==> config.mk <==
export PLATFORM = sky130hd
export DESIGN_NAME = oled_spi_responder_flat
export DESIGN_NICKNAME = d
export VERILOG_FILES = /design/src/rtl/oled_pkg.sv /design/src/rtl/oled_spi_responder_if.sv /design/src/rtl/oled_spi_deserializer.sv /design/src/rtl/oled_spi_responder.sv /design/src/flat_wrapper.sv
export SDC_FILE = /design/constraint.sdc
export NUM_CORES = 1
export LEC_CHECK = 0
export ABC_CLOCK_PERIOD_IN_PS = 3600
export CAP_MARGIN = 10
export CORE_ASPECT_RATIO = 2
export CORE_MARGIN = 2
export CORE_UTILIZATION = 38
export DETAILED_ROUTE_END_ITERATION = 8
export HOLD_SLACK_MARGIN = 0.05
export SLEW_MARGIN = 20
export SYNTH_ARGS = -nofsm -noshare
export SYNTH_HDL_FRONTEND = slang
export SYNTH_HIERARCHICAL = 1
export SYNTH_SLANG_ARGS = --single-unit
==> constraint.sdc <==
create_clock -name clock -period 3.6 [get_ports clock]
set_clock_uncertainty 0.15 [all_clocks]
set_input_delay 0.9 -clock clock [delete_from_list [all_inputs] [get_ports clock]]
set_output_delay 0.9 -clock clock [all_outputs]
set_load 0.1 [all_outputs]
==> src/rtl/oled_pkg.sv <==
// oled_pkg: SSD1306 opcodes, reset defaults, decoder/addressing enums and command-length helper
package oled_pkg;
  localparam logic [7:0] CMD_DISPLAY_OFF = 8'hAE, CMD_DISPLAY_ON = 8'hAF;
  localparam logic [7:0] CMD_ENTIRE_OFF = 8'hA4, CMD_ENTIRE_ON = 8'hA5;
  localparam logic [7:0] CMD_SEG_NORMAL = 8'hA0, CMD_SEG_REMAP = 8'hA1;
  localparam logic [7:0] CMD_COM_NORMAL = 8'hC0, CMD_COM_REV = 8'hC8;
  localparam logic [7:0] CMD_CONTRAST = 8'h81, CMD_CHARGE_PUMP = 8'h8D;
  localparam logic [7:0] CMD_PRECHARGE = 8'hD9, CMD_COM_PINS = 8'hDA;
  localparam logic [7:0] CMD_MEM_MODE = 8'h20, CMD_COL_ADDR = 8'h21, CMD_PAGE_ADDR = 8'h22;
  localparam logic [7:0] RST_CONTRAST = 8'h7F, RST_PRECHARGE = 8'h22, RST_COM_PINS = 8'h12;
  typedef enum logic [1:0] {ST_CMD, ST_PARAM1, ST_PARAM2} dec_state_e;
  typedef enum logic [1:0] {AM_HORIZ = 2'd0, AM_PAGE = 2'd2} addr_mode_e;
  typedef struct packed {
    logic display_on, charge_pump_en, seg_remap, com_scan_rev, entire_on;
    logic [7:0] contrast, precharge, com_pins;
    addr_mode_e mode;
  } cfg_t;
  localparam cfg_t CFG_RST = '{display_on: 1'b0, charge_pump_en: 1'b0, seg_remap: 1'b0,
                               com_scan_rev: 1'b0, entire_on: 1'b0, contrast: RST_CONTRAST,
                               precharge: RST_PRECHARGE, com_pins: RST_COM_PINS, mode: AM_PAGE};
  // total bytes of a command including parameters; 0 marks an unsupported opcode
  function automatic logic [1:0] cmd_len(input logic [7:0] b, input int pages);
    if (b inside {CMD_DISPLAY_OFF, CMD_DISPLAY_ON, CMD_ENTIRE_OFF, CMD_ENTIRE_ON, CMD_SEG_NORMAL,
                  CMD_SEG_REMAP, CMD_COM_NORMAL, CMD_COM_REV} || b <= 8'h17 ||
        (b[7:4] == 4'hB && 32'(b[3:0]) < pages)) return 2'd1;
    if (b inside {CMD_CONTRAST, CMD_CHARGE_PUMP, CMD_PRECHARGE, CMD_COM_PINS, CMD_MEM_MODE}) return 2'd2;
    return (b == CMD_COL_ADDR || b == CMD_PAGE_ADDR) ? 2'd3 : 2'd0;
  endfunction
endpackage

==> src/rtl/oled_spi_responder_if.sv <==
// oled_spi_responder_if: OLED pin bundle, decoded status and frame-buffer read port
interface oled_spi_responder_if #(parameter int COLS = 128, parameter int PAGES = 4);
  localparam int PW = $clog2(PAGES), CW = $clog2(COLS), AW = $clog2(PAGES * COLS);
  logic oled_spi_clk, oled_spi_data, oled_dc_n, oled_reset_n, oled_vdd, oled_vbat;
  logic display_on, charge_pump_en, seg_remap, com_scan_rev, entire_on;
  logic [7:0] contrast, precharge, com_pins, rx_byte, fb_rd_data;
  logic [PW-1:0] page_ptr;
  logic [CW-1:0] col_ptr;
  logic [AW-1:0] fb_rd_addr;
  logic byte_strobe, rx_is_data, cmd_error, panel_active;
  modport master (
    output oled_spi_clk, oled_spi_data, oled_dc_n, oled_reset_n, oled_vdd, oled_vbat, fb_rd_addr,
    input  display_on, charge_pump_en, seg_remap, com_scan_rev, entire_on, contrast, precharge,
           com_pins, page_ptr, col_ptr, byte_strobe, rx_byte, rx_is_data, cmd_error, panel_active,
           fb_rd_data
  );
  modport slave (
    input  oled_spi_clk, oled_spi_data, oled_dc_n, oled_reset_n, oled_vdd, oled_vbat, fb_rd_addr,
    output display_on, charge_pump_en, seg_remap, com_scan_rev, entire_on, contrast, precharge,
           com_pins, page_ptr, col_ptr, byte_strobe, rx_byte, rx_is_data, cmd_error, panel_active,
           fb_rd_data
  );
endinterface

==> src/rtl/oled_spi_deserializer.sv <==
// oled_spi_deserializer: pin synchronisers, SCLK rise detect, 8-bit count framing and D/C# capture
module oled_spi_deserializer #(parameter int SYNC_STAGES = 2) (
  input  logic       clock,
  input  logic       reset_n,
  input  logic       i_sclk,
  input  logic       i_sdin,
  input  logic       i_dc,
  input  logic       i_res_n,
  input  logic       i_vdd,
  input  logic       i_vbat,
  output logic       o_done,
  output logic [7:0] o_byte,
  output logic       o_dc,
  output logic       o_soft_rst,
  output logic       o_vbat
);
  logic [5:0] r_sync [SYNC_STAGES];
  logic [5:0] w_s;
  logic       r_sclk_d, w_rise;
  logic [2:0] r_cnt;
  logic [6:0] r_sh;
  assign w_s        = r_sync[SYNC_STAGES-1];
  assign w_rise     = w_s[0] & ~r_sclk_d;
  assign o_soft_rst = ~w_s[3] | w_s[4];
  assign o_vbat     = w_s[5];
  // sclk history keeps tracking through reset so a high SCLK at release is not taken as an edge
  always_ff @(posedge clock or negedge reset_n)
    if (!reset_n) begin
      for (int k = 0; k < SYNC_STAGES; k++) r_sync[k] <= '0;
      r_sclk_d <= 1'b0;
      r_cnt    <= '0;
      r_sh     <= '0;
      o_done   <= 1'b0;
      o_byte   <= '0;
      o_dc     <= 1'b0;
    end else begin
      r_sync[0] <= {i_vbat, i_vdd, i_res_n, i_dc, i_sdin, i_sclk};
      for (int k = 1; k < SYNC_STAGES; k++) r_sync[k] <= r_sync[k-1];
      r_sclk_d <= w_s[0];
      o_done   <= w_rise && r_cnt == 3'd7 && !o_soft_rst;
      if (o_soft_rst) r_cnt <= '0;
      else if (w_rise) begin
        r_cnt <= r_cnt + 3'd1;
        r_sh  <= {r_sh[5:0], w_s[1]};
        if (r_cnt == 3'd7) begin
          o_byte <= {r_sh, w_s[1]};
          o_dc   <= w_s[2];
        end
      end
    end
endmodule

==> src/rtl/oled_spi_responder.sv <==
// oled_spi_responder: SSD1306 SPI receiver, command decoder and frame buffer (frame buffer built with OLED_RX_FB_EN)
module oled_spi_responder import oled_pkg::*; #(
  parameter int COLS = 128,
  parameter int PAGES = 4,
  parameter int SYNC_STAGES = 2
) (
  input logic clock,
  input logic reset_n,
  oled_spi_responder_if.slave bus
);
  localparam int PW = $clog2(PAGES), CW = $clog2(COLS);
  localparam logic [PW-1:0] PG_LAST = PW'(PAGES - 1);
  localparam logic [CW-1:0] COL_LAST = CW'(COLS - 1);
  logic          w_done, w_dc, w_soft, w_vbat, w_err, w_hit;
  logic [7:0]    w_byte, r_op, r_p1, r_rx;
  logic [1:0]    w_len;
  dec_state_e    r_state, w_state_n;
  cfg_t          r_cfg;
  logic [PW-1:0] r_page, r_pg_start, r_pg_end, w_page_nx;
  logic [CW-1:0] r_col, r_col_start, r_col_end, w_col_nx;
  logic          r_strobe, r_rx_dc, r_err;
  oled_spi_deserializer #(.SYNC_STAGES(SYNC_STAGES)) u_des (
    .clock(clock), .reset_n(reset_n), .i_sclk(bus.oled_spi_clk), .i_sdin(bus.oled_spi_data),
    .i_dc(bus.oled_dc_n), .i_res_n(bus.oled_reset_n), .i_vdd(bus.oled_vdd), .i_vbat(bus.oled_vbat),
    .o_done(w_done), .o_byte(w_byte), .o_dc(w_dc), .o_soft_rst(w_soft), .o_vbat(w_vbat)
  );
  always_comb begin
    w_state_n = r_state;
    w_err     = 1'b0;
    w_len     = cmd_len(w_byte, PAGES);
    if (w_done) begin
      if (w_dc) begin
        w_state_n = ST_CMD;
        w_err     = r_state != ST_CMD;
      end else if (r_state == ST_CMD) begin
        w_state_n = w_len > 2'd1 ? ST_PARAM1 : ST_CMD;
        w_err     = w_len == 2'd0;
      end else if (r_state == ST_PARAM1) begin
        w_state_n = cmd_len(r_op, PAGES) == 2'd3 ? ST_PARAM2 : ST_CMD;
        w_err     = r_op == CMD_MEM_MODE && w_byte[0];
      end else w_state_n = ST_CMD;
    end
  end
  // horizontal mode wraps at the programmed column window; page mode wraps across the full row
  assign w_hit     = r_cfg.mode == AM_HORIZ && r_col == r_col_end;
  assign w_col_nx  = w_hit ? r_col_start : (r_col == COL_LAST ? '0 : r_col + 1'b1);
  assign w_page_nx = !w_hit ? r_page : (r_page == r_pg_end ? r_pg_start : r_page + 1'b1);
  always_ff @(posedge clock or negedge reset_n)
    if (!reset_n) begin
      r_cfg <= CFG_RST; r_state <= ST_CMD; r_op <= '0; r_p1 <= '0; r_page <= '0; r_col <= '0;
      r_pg_start <= '0; r_pg_end <= PG_LAST; r_col_start <= '0; r_col_end <= COL_LAST;
      r_strobe <= 1'b0; r_rx <= '0; r_rx_dc <= 1'b0;
    end else if (w_soft) begin
      r_cfg <= CFG_RST; r_state <= ST_CMD; r_op <= '0; r_p1 <= '0; r_page <= '0; r_col <= '0;
      r_pg_start <= '0; r_pg_end <= PG_LAST; r_col_start <= '0; r_col_end <= COL_LAST;
      r_strobe <= 1'b0; r_rx <= '0; r_rx_dc <= 1'b0;
    end else begin
      r_state  <= w_state_n;
      r_strobe <= w_done;
      if (w_done) begin
        r_rx    <= w_byte;
        r_rx_dc <= w_dc;
      end
      if (w_done && w_dc) begin
        r_page <= w_page_nx;
        r_col  <= w_col_nx;
      end else if (w_done && r_state == ST_CMD) begin
        r_op <= w_byte;
        case (w_byte)
          CMD_DISPLAY_OFF, CMD_DISPLAY_ON: r_cfg.display_on   <= w_byte[0];
          CMD_ENTIRE_OFF, CMD_ENTIRE_ON:   r_cfg.entire_on    <= w_byte[0];
          CMD_SEG_NORMAL, CMD_SEG_REMAP:   r_cfg.seg_remap    <= w_byte[0];
          CMD_COM_NORMAL, CMD_COM_REV:     r_cfg.com_scan_rev <= w_byte[3];
          default: begin
            if (w_byte[7:4] == 4'h0) r_col[3:0] <= w_byte[3:0];
            if (w_byte[7:3] == 5'b00010) r_col[6:4] <= w_byte[2:0];
            if (w_byte[7:4] == 4'hB && 32'(w_byte[3:0]) < PAGES) r_page <= PW'(w_byte[3:0]);
          end
        endcase
      end else if (w_done && r_state == ST_PARAM1) begin
        r_p1 <= w_byte;
        case (r_op)
          CMD_CONTRAST:    r_cfg.contrast       <= w_byte;
          CMD_CHARGE_PUMP: r_cfg.charge_pump_en <= w_byte[2];
          CMD_PRECHARGE:   r_cfg.precharge      <= w_byte;
          CMD_COM_PINS:    r_cfg.com_pins       <= w_byte;
          CMD_MEM_MODE:    if (!w_byte[0]) r_cfg.mode <= w_byte[1] ? AM_PAGE : AM_HORIZ;
          default: ;
        endcase
      end else if (w_done && r_op == CMD_PAGE_ADDR) begin
        r_pg_start <= PW'(r_p1);
        r_pg_end   <= PW'(w_byte);
        r_page     <= PW'(r_p1);
        r_col      <= r_col_start;
      end else if (w_done) begin
        r_col_start <= CW'(r_p1);
        r_col_end   <= CW'(w_byte);
        r_col       <= CW'(r_p1);
        r_page      <= r_pg_start;
      end
    end
  always_ff @(posedge clock or negedge reset_n)
    if (!reset_n) r_err <= 1'b0;
    else if (!w_soft && w_err) r_err <= 1'b1;
`ifdef OLED_RX_FB_EN
  logic [7:0] r_fb [PAGES*COLS];
  logic [7:0] r_rd;
  always_ff @(posedge clock) begin
    if (w_done && w_dc && !w_soft) r_fb[{r_page, r_col}] <= w_byte;
    r_rd <= r_fb[bus.fb_rd_addr];
  end
  assign bus.fb_rd_data = r_rd;
`else
  assign bus.fb_rd_data = 8'h00;
`endif
  assign bus.display_on     = r_cfg.display_on;
  assign bus.charge_pump_en = r_cfg.charge_pump_en;
  assign bus.seg_remap      = r_cfg.seg_remap;
  assign bus.com_scan_rev   = r_cfg.com_scan_rev;
  assign bus.entire_on      = r_cfg.entire_on;
  assign bus.contrast       = r_cfg.contrast;
  assign bus.precharge      = r_cfg.precharge;
  assign bus.com_pins       = r_cfg.com_pins;
  assign bus.page_ptr       = r_page;
  assign bus.col_ptr        = r_col;
  assign bus.byte_strobe    = r_strobe;
  assign bus.rx_byte        = r_rx;
  assign bus.rx_is_data     = r_rx_dc;
  assign bus.cmd_error      = r_err;
  assign bus.panel_active   = r_cfg.display_on & r_cfg.charge_pump_en & ~w_vbat;
endmodule

==> src/flat_wrapper.sv <==
// flat-port wrapper written by rule: the top's interface ports become plain ports
module oled_spi_responder_flat import oled_pkg::*;
#(
  parameter int COLS = 128,
  parameter int PAGES = 4,
  parameter int SYNC_STAGES = 2
)
  (clock, reset_n, bus_oled_spi_clk, bus_oled_spi_data, bus_oled_dc_n, bus_oled_reset_n, bus_oled_vdd, bus_oled_vbat, bus_fb_rd_addr, bus_display_on, bus_charge_pump_en, bus_seg_remap, bus_com_scan_rev, bus_entire_on, bus_contrast, bus_precharge, bus_com_pins, bus_page_ptr, bus_col_ptr, bus_byte_strobe, bus_rx_byte, bus_rx_is_data, bus_cmd_error, bus_panel_active, bus_fb_rd_data);
  oled_spi_responder_if #(.COLS(COLS), .PAGES(PAGES)) bus_i ();
  input logic clock;
  input logic reset_n;
  input wire logic [$bits(bus_i.oled_spi_clk)-1:0] bus_oled_spi_clk;
  input wire logic [$bits(bus_i.oled_spi_data)-1:0] bus_oled_spi_data;
  input wire logic [$bits(bus_i.oled_dc_n)-1:0] bus_oled_dc_n;
  input wire logic [$bits(bus_i.oled_reset_n)-1:0] bus_oled_reset_n;
  input wire logic [$bits(bus_i.oled_vdd)-1:0] bus_oled_vdd;
  input wire logic [$bits(bus_i.oled_vbat)-1:0] bus_oled_vbat;
  input wire logic [$bits(bus_i.fb_rd_addr)-1:0] bus_fb_rd_addr;
  output wire logic [$bits(bus_i.display_on)-1:0] bus_display_on;
  output wire logic [$bits(bus_i.charge_pump_en)-1:0] bus_charge_pump_en;
  output wire logic [$bits(bus_i.seg_remap)-1:0] bus_seg_remap;
  output wire logic [$bits(bus_i.com_scan_rev)-1:0] bus_com_scan_rev;
  output wire logic [$bits(bus_i.entire_on)-1:0] bus_entire_on;
  output wire logic [$bits(bus_i.contrast)-1:0] bus_contrast;
  output wire logic [$bits(bus_i.precharge)-1:0] bus_precharge;
  output wire logic [$bits(bus_i.com_pins)-1:0] bus_com_pins;
  output wire logic [$bits(bus_i.page_ptr)-1:0] bus_page_ptr;
  output wire logic [$bits(bus_i.col_ptr)-1:0] bus_col_ptr;
  output wire logic [$bits(bus_i.byte_strobe)-1:0] bus_byte_strobe;
  output wire logic [$bits(bus_i.rx_byte)-1:0] bus_rx_byte;
  output wire logic [$bits(bus_i.rx_is_data)-1:0] bus_rx_is_data;
  output wire logic [$bits(bus_i.cmd_error)-1:0] bus_cmd_error;
  output wire logic [$bits(bus_i.panel_active)-1:0] bus_panel_active;
  output wire logic [$bits(bus_i.fb_rd_data)-1:0] bus_fb_rd_data;
  assign bus_i.oled_spi_clk = bus_oled_spi_clk;
  assign bus_i.oled_spi_data = bus_oled_spi_data;
  assign bus_i.oled_dc_n = bus_oled_dc_n;
  assign bus_i.oled_reset_n = bus_oled_reset_n;
  assign bus_i.oled_vdd = bus_oled_vdd;
  assign bus_i.oled_vbat = bus_oled_vbat;
  assign bus_i.fb_rd_addr = bus_fb_rd_addr;
  assign bus_display_on = bus_i.display_on;
  assign bus_charge_pump_en = bus_i.charge_pump_en;
  assign bus_seg_remap = bus_i.seg_remap;
  assign bus_com_scan_rev = bus_i.com_scan_rev;
  assign bus_entire_on = bus_i.entire_on;
  assign bus_contrast = bus_i.contrast;
  assign bus_precharge = bus_i.precharge;
  assign bus_com_pins = bus_i.com_pins;
  assign bus_page_ptr = bus_i.page_ptr;
  assign bus_col_ptr = bus_i.col_ptr;
  assign bus_byte_strobe = bus_i.byte_strobe;
  assign bus_rx_byte = bus_i.rx_byte;
  assign bus_rx_is_data = bus_i.rx_is_data;
  assign bus_cmd_error = bus_i.cmd_error;
  assign bus_panel_active = bus_i.panel_active;
  assign bus_fb_rd_data = bus_i.fb_rd_data;
  oled_spi_responder #(.COLS(COLS), .PAGES(PAGES), .SYNC_STAGES(SYNC_STAGES)) u_core (.clock(clock), .reset_n(reset_n), .bus(bus_i));
endmodule
==> summary.txt, run 1 <==
Status
  • Outcome: finished, final reports clean

STA
  • Endpoints failing hold: 0
  • RSZ-0062 raised after global routing: no
  • Maximum clock rate: 410 MHz
  • Tcrit/Tclk final: 67.8%
  • Measured slew at the worst slew-check pin: 0.730 ns
  • Final Max Tran Viols: 0
  • Final setup TNS: 0 ns
  • Final setup fails: 0
  • Relative slew margins: 51.4%
  • Post-layout min period: 2.44 ns

Pwr
  • Pwr Total: 3.38 mW
  • VDD IR-drop max: 0.367 mV
  • Gate power share: 7.4%
  • Internal power: 2.52 mW
  • Leak: 3.02 nW
  • Flop pwr share: 41.8%
  • Power per cell area: 485 nW/um^2
  • Clock network power share: 50.8%
  • Sw Share: 25.4%
  • Switching power total: 0.857 mW

Routing
  • Vias per Instance: 5.25
  • Initial DRC Count: 300
  • Router iterations before antenna repair: 4
  • WL final: 13900 um
  • Remaining antenna violation count after routing: 0
  • Drt drc: 0
  • Routed len/inst: 17.6 um
  • DR vias: 4146

Floorplan
  • Die height: 180 um
  • Ports: 75
  • Core ar.: 15300 sq um
  • Cell Rows: 64
  • Starting density of the core: 38.7%
  • Die X: 92.2 um
  • Die area: 16600 sq um

Yosys
  • Cell Area, Synth: 5920 sq um
  • Syn Area/Cell: 10.8 sq um
  • Post-synth EDFFs: 0
  • Async SR Flop Fraction: 100%
  • Synthesis Warnings: 6
  • Flops & latches, synth: 118
  • Synth cell types: 61
  • Ys flop type: dfrtp_1
  • Seq/Total Area, Yosys: 50.3%
  • Syn Inst Count: 549

Critical path
  • Worst path cell trace: nor4b_1 -> and3_1 -> nand3_1 -> a211o_1
  • CP peak stage delay: 0.62 ns
  • CP required: 3.79 ns
  • CP Class: flop to flop
  • R2R Setup Slk: 1.16 ns
  • CP Data Arrival Time: 2.63 ns
  • Setup crit end kind: flop
  • CP Launch Type: flop
  • CP Max Fanout: 11
  • CP max-delay cell: and3_1

Hold path
  • Hold Path Class: flop to flop

GRT
  • Initial antenna violation count: 0
  • First-pass GRT wire length: 23100 um
  • Vias in the first global route: 4381
  • Largest net degree at the start of global routing: 72
  • Gr usage total: 17.8%
  • Grt total ovfl: 0

Final layout
  • # diodes: 0
  • Area Growth Syn to Fin: 17.6%
  • Layout cell share with drive strength beyond 1: 30.1%
  • Storage element area: 2980 sq um
  • Area of the multi-input gates: 2530 sq um
  • Fillers: 1430
  • Layout net count: 598
  • Core Util, Final: 45.5%

Placement
  • IO Port Bufs: 57
  • Final HPWL DP: 9870 um
  • Routability cong.: 0.806

Clocking
  • CTS tree: done
  • Clock Path Buffers: 2
  • Resized Gates After CTS: 0
  • Number of clock sinks: 118
  • CTS root buffer: clkbuf_16
  • Cts bufs inserted: 17
  • # H-tree levels: 4
  • Clock Latency Late Sink: 0.41 ns
  • Hold_buf cts: 0
  • Clock Pin Slew Worst Setup and Hold Paths: 0.06 ns
  • Postcts setup bufs: 0

Flow run
  • Max-cap viol count: 0
==> worst max-delay path, delay by kind of cell (launching register included) <==
| family | cells | cell delay, ns |
|---|---|---|
| DFF | 1 | 0.40 |
| AOI/OAI and AO/OA | 1 | 0.38 |
| and+or+nand+nor | 3 | 1.44 |
==> layout make-up <==
cell class / instances / share of cell area [%]
timing repair buffer: 68 / 7.73
tap: 198 / 3.56
inverter: 11 / 0.593
multi-input combinational: 362 / 36.4
sequential: 118 / 42.8
clock buffer: 21 / 7.55
clock inverter: 11 / 1.37
==> per-stage QoR <==
stage               instances  hold WS (ns)  cell area [sq um]  worst slack (ns)
global route              789         0.202               6960             0.935
floorplan                 556         0.181               5940             0.238
global placement          757         0.182               6340              1.20
detailed placement        757         0.186               6340              1.19
CTS                       789         0.199               6960              1.17
finish                    789         0.195               6960              1.16
==> cells in the mapped netlist, drive strengths merged, types with 3 or more instances <==
master	instances	share of area (%)
inv	11	0.70
buf	44	5.3
and2	4	0.42
nor2	37	2.3
dfstp	21	9.3
clkbuf	21	1.3
nor3b	7	0.89
nand3	9	0.76
o21ai	20	1.7
mux2	46	9.3
nor3	6	0.59
xor2	6	0.89
nand2b	17	1.8
or2	9	0.95
and3	5	0.55
a211o	8	1.2
o211ai	9	1.1
nor4b	3	0.44
dfrtp	97	41
a21oi	27	2.3
o2111ai	3	0.44
mux2i	29	4.9
nor2b	6	0.63
nand2	55	3.8
nand3b	3	0.38
xnor2	6	0.89
a31oi	6	0.85
ha	3	0.63
==> sequential cells by signal, summed over array words and instances, names as in the netlist, 2 cells and up <==
name and flops:
u_core/bus.col_ptr 7, u_core/bus.com_pins 8, u_core/bus.contrast 8, u_core/bus.page_ptr 2, u_core/bus.precharge 8, u_core/bus.rx_byte 8
u_core/r_col_end 7, u_core/r_col_start 7, u_core/r_op 8, u_core/r_p1 7, u_core/r_pg_end 2, u_core/r_pg_start 2
u_core/r_state 2, u_core/u_des/o_byte 8, u_core/u_des/r_cnt 3, u_core/u_des/r_sh 7, u_core/u_des/r_sync 6, u_core/u_des/w_s 6
==> logic make-up (layout without fill, tap and decap cells) <==
family,count (synthesis),after routing,share of synthesized area (%)
adders and majority gates,3,3,0.634
xor gates and xnor gates,12,12,1.78
DFF,118,118,50.3
muxes,75,75,14.2
AOI/OAI and AO/OA,91,91,10.3
other,1,8,0.0634
and+or+nand+nor,173,173,15.3
buffers and inverters,76,111,7.36
==> placed cells by master (no fill, tap or decap), types with 4 or more instances in the layout <==
| cell | count |
|---|---|
| and3_1 | 4 |
| nor3b_1 | 7 |
| nor3_1 | 5 |
| or2_2 | 8 |
| mux2_2 | 37 |
| inv_6 | 7 |
| dfrtp_1 | 97 |
| o211ai_1 | 9 |
| a211o_1 | 8 |
| xnor2_1 | 6 |
| o21ai_0 | 20 |
| nor2_1 | 37 |
| clkbuf_16 | 21 |
| conb_1 | 8 |
| nand2_1 | 54 |
| mux2i_1 | 29 |
| a21oi_1 | 26 |
| a31oi_1 | 4 |
| buf_4 | 61 |
| dfstp_2 | 21 |
| xor2_1 | 6 |
| nor2b_1 | 6 |
| nand3_1 | 9 |
| mux2_4 | 9 |
| inv_1 | 11 |
| nand2b_1 | 16 |
| and2_1 | 4 |
| clkdlybuf4s50_1 | 6 |
==> power groups by stage <==
stage	Combinational (mW)	Sequential, mW	Clock [mW]
2_1_floorplan	0.204	1.42	0
3_3_place_gp	0.250	1.43	0
3_5_place_dp	0.254	1.43	0
4_1_cts	0.254	1.41	1.76
5_1_grt	0.267	1.42	1.83
6_report	0.251	1.41	1.72
==> per-layer routing <==
layer  part of all wire [%]  global-route usage [%]  vias up
li1                       -                       -     1941
met1                     36                    18.2     2066
met2                     58                    33.8      117
met3                    3.7                    3.76       22
met4                    2.9                    8.00        0
met5                      0                       0        -
==> path summary, 6_finish.rpt <==
kind,start,endpoint,cells after the start
max,u_core/r_op[4]$_DFFE_PN0P_,u_core/r_pg_end[1]$_DFFE_PN1P_,4
min in group asynchronous,reset_n,u_core/u_des/r_sync[11]$_DFF_PN0_,1
max in group asynchronous,reset_n,u_core/bus.precharge[5]$_DFFE_PN1P_,2
min,u_core/u_des/r_sync[11]$_DFF_PN0_,u_core/u_des/w_s[5]$_DFF_PN0_,0
max reg2reg,u_core/r_op[4]$_DFFE_PN0P_,u_core/r_pg_end[1]$_DFFE_PN1P_,4
min reg2reg,u_core/u_des/r_sync[11]$_DFF_PN0_,u_core/u_des/w_s[5]$_DFF_PN0_,0
Note: power is estimated with default switching activity, not from simulation.
==> run 2, diff against run 1 <==
Settings changed: ABC_CLOCK_PERIOD_IN_PS 3600 to 2200.
Clock period 3.6 ns to 2.2 ns, I/O delays scaled along.
==> summary.txt, run 2 (synthesis gave the netlist of run 1 again) <==
Clocking
  • CTS tree: done
  • # H-tree levels: 4
  • Clock Latency Late Sink: 0.41 ns
  • Number of clock sinks: 118
  • Cts bufs inserted: 17
  • CTS root buffer: clkbuf_16
  • Clock Pin Slew Worst Setup and Hold Paths: 0.06 ns
  • Clock Path Buffers: 2

STA
  • Final setup fails: 0
  • Post-layout min period: 2.11 ns
  • Post-route worst setup slack: 0.0875 ns
  • Final Max Tran Viols: 0
  • RSZ-0062 raised after global routing: no
  • Measured slew at the worst slew-check pin: 0.515 ns
  • Relative slew margins: 65.7%
  • Maximum clock rate: 473 MHz
  • Endpoints failing hold: 0
  • Tcrit/Tclk final: 96.0%

Routing
  • Router iterations before antenna repair: 5
  • Drt drc: 0
  • Routed len/inst: 17.3 um
  • DR vias: 4328
  • WL final: 14500 um
  • Remaining antenna violation count after routing: 0
  • Vias per Instance: 5.16
  • Initial DRC Count: 248

GRT
  • GR Layer Usage met3: 3.35%
  • GR Util met2: 36.2%
  • Gr usage total: 18.6%
  • Vias in the first global route: 4621
  • Grt total ovfl: 0
  • Met1 Track Usage GR: 18.5%
  • Largest net degree at the start of global routing: 46
  • Initial antenna violation count: 0
  • GRT busiest layer: met2
  • First-pass GRT wire length: 24000 um

Status
  • Outcome: finished, final reports clean

Floorplan
  • Die area: 16600 sq um
  • Starting density of the core: 38.7%
  • Die height: 180 um
  • Die X: 92.2 um
  • Ports: 75
  • Core ar.: 15300 sq um
  • Cell Rows: 64

Final layout
  • Commonest non-fill, non-tap cell in the layout: dfrtp_1
  • Area of the multi-input gates: 2560 sq um
  • # diodes: 0
  • Fillers: 1355
  • Area Growth Syn to Fin: 34.5%
  • Storage element area: 2990 sq um
  • Layout net count: 647
  • Final instance area: 7960 sq um
  • Commonest non-fill, non-tap cells in the layout: 90 x dfrtp_1, 58 x buf_4, 54 x nand2_1
  • Layout cell share with drive strength beyond 1: 37.3%

Pwr
  • Pwr Total: 5.42 mW
  • Leak: 3.41 nW
  • VDD IR-drop max: 0.499 mV
  • Power per cell area: 681 nW/um^2

Critical path
  • R2R cell count: 6
  • CP Launch Type: flop
  • Setup crit end kind: flop
  • CP Data Arrival Time: 2.26 ns
  • CP required: 2.34 ns
  • CP Max Fanout: 3
  • CP Class: flop to flop

Placement
  • Routability cong.: 0.850
  • Worst slack, placed: 0.0193 ns
  • Final HPWL DP: 10800 um
  • IO Port Bufs: 57
  • Dpl cell area: 7360 sq um

Hold path
  • Hold-critical path depth: 0
  • Hold Path Class: flop to flop

Flow run
  • Max-cap viol count: 0
==> run 2: cell count changes in the layout (fill, tap and decap cells not counted), sizes merged <==
cell / delta
dlygate4sd3: +1
clkinvlp: +1
clkinv: +2
buf: +48
clkbuf: -4
bufinv: +1
==> run 2: area by class of cell <==
cell class | count | share of cell area, %
Timing Repair Buffer | 117 | 19.4
Sequential cell | 118 | 37.6
Tap cell | 198 | 3.11
Inverter | 11 | 0.519
Clock buffer | 17 | 5.35
Clock inverter | 15 | 1.81
Multi-Input combinational cell | 362 | 32.2
==> run 2: worst paths after layout <==
kind / startpoint / slack [ns] / to
max in group asynchronous: reset_n / 0.74 / u_core/bus.contrast[5]$_DFFE_PN1P_
worst min register to register: u_core/u_des/r_sync[6]$_DFF_PN0_ / 0.20 / u_core/u_des/w_s[0]$_DFF_PN0_
worst max register to register: u_core/bus.col_ptr[5]$_DFFE_PN0P_ / 0.09 / u_core/bus.page_ptr[0]$_DFFE_PN0P_
min in group asynchronous: reset_n / 0.48 / u_core/u_des/r_sync[11]$_DFF_PN0_
worst min-delay path: u_core/u_des/r_sync[6]$_DFF_PN0_ / 0.20 / u_core/u_des/w_s[0]$_DFF_PN0_
worst max-delay path: u_core/bus.col_ptr[5]$_DFFE_PN0P_ / 0.09 / u_core/bus.page_ptr[0]$_DFFE_PN0P_
==> run 2: power breakdown <==
part | total, mW | internal, mW | leakage, nW | switching, mW
Clock | 2.63 | 1.58 | 0.283 | 1.05
Combinational | 0.474 | 0.168 | 1.60 | 0.306
Sequential | 2.32 | 2.26 | 1.53 | 0.0550
Total | 5.42 | 4.01 | 3.41 | 1.41
==> run 2: per-stage QoR <==
step / utilization (%) / cells / hold WS [ns] / TNS, ns
after detailed placement: 48.1 / 805 / 0.185 / 0
after global routing: 52.0 / 838 / 0.208 / 0
after global placement: 48.1 / 805 / 0.182 / 0
after floorplan: - / 556 / 0.104 / -0.0325
after CTS: 51.9 / 838 / 0.197 / 0
final: 52.0 / 838 / 0.196 / 0
==> run 2: layer usage <==
layer  share of wire (%)  up-vias
li1                    -     2032
met1                  35     2173
met2                  59       99
met3                 2.4       24
met4                 3.1        0
met5                   0        -
==> run 2: worst max-delay path: stages, from the launching register on <==
cell and delay [ns]:
dfrtp_4 0.47, xor2_1 0.15, or4_4 0.53, o21ai_1 0.15
buf_4 0.14, a31oi_1 0.11, mux2_2 0.29
==> run 2: timing repair <==
item	CTS	global route
endpoints found under the setup margin	1	23
resized for setup	1	5
endpoints found under the hold margin	17	0
buffers inserted	0	0
hold buffers	1	0
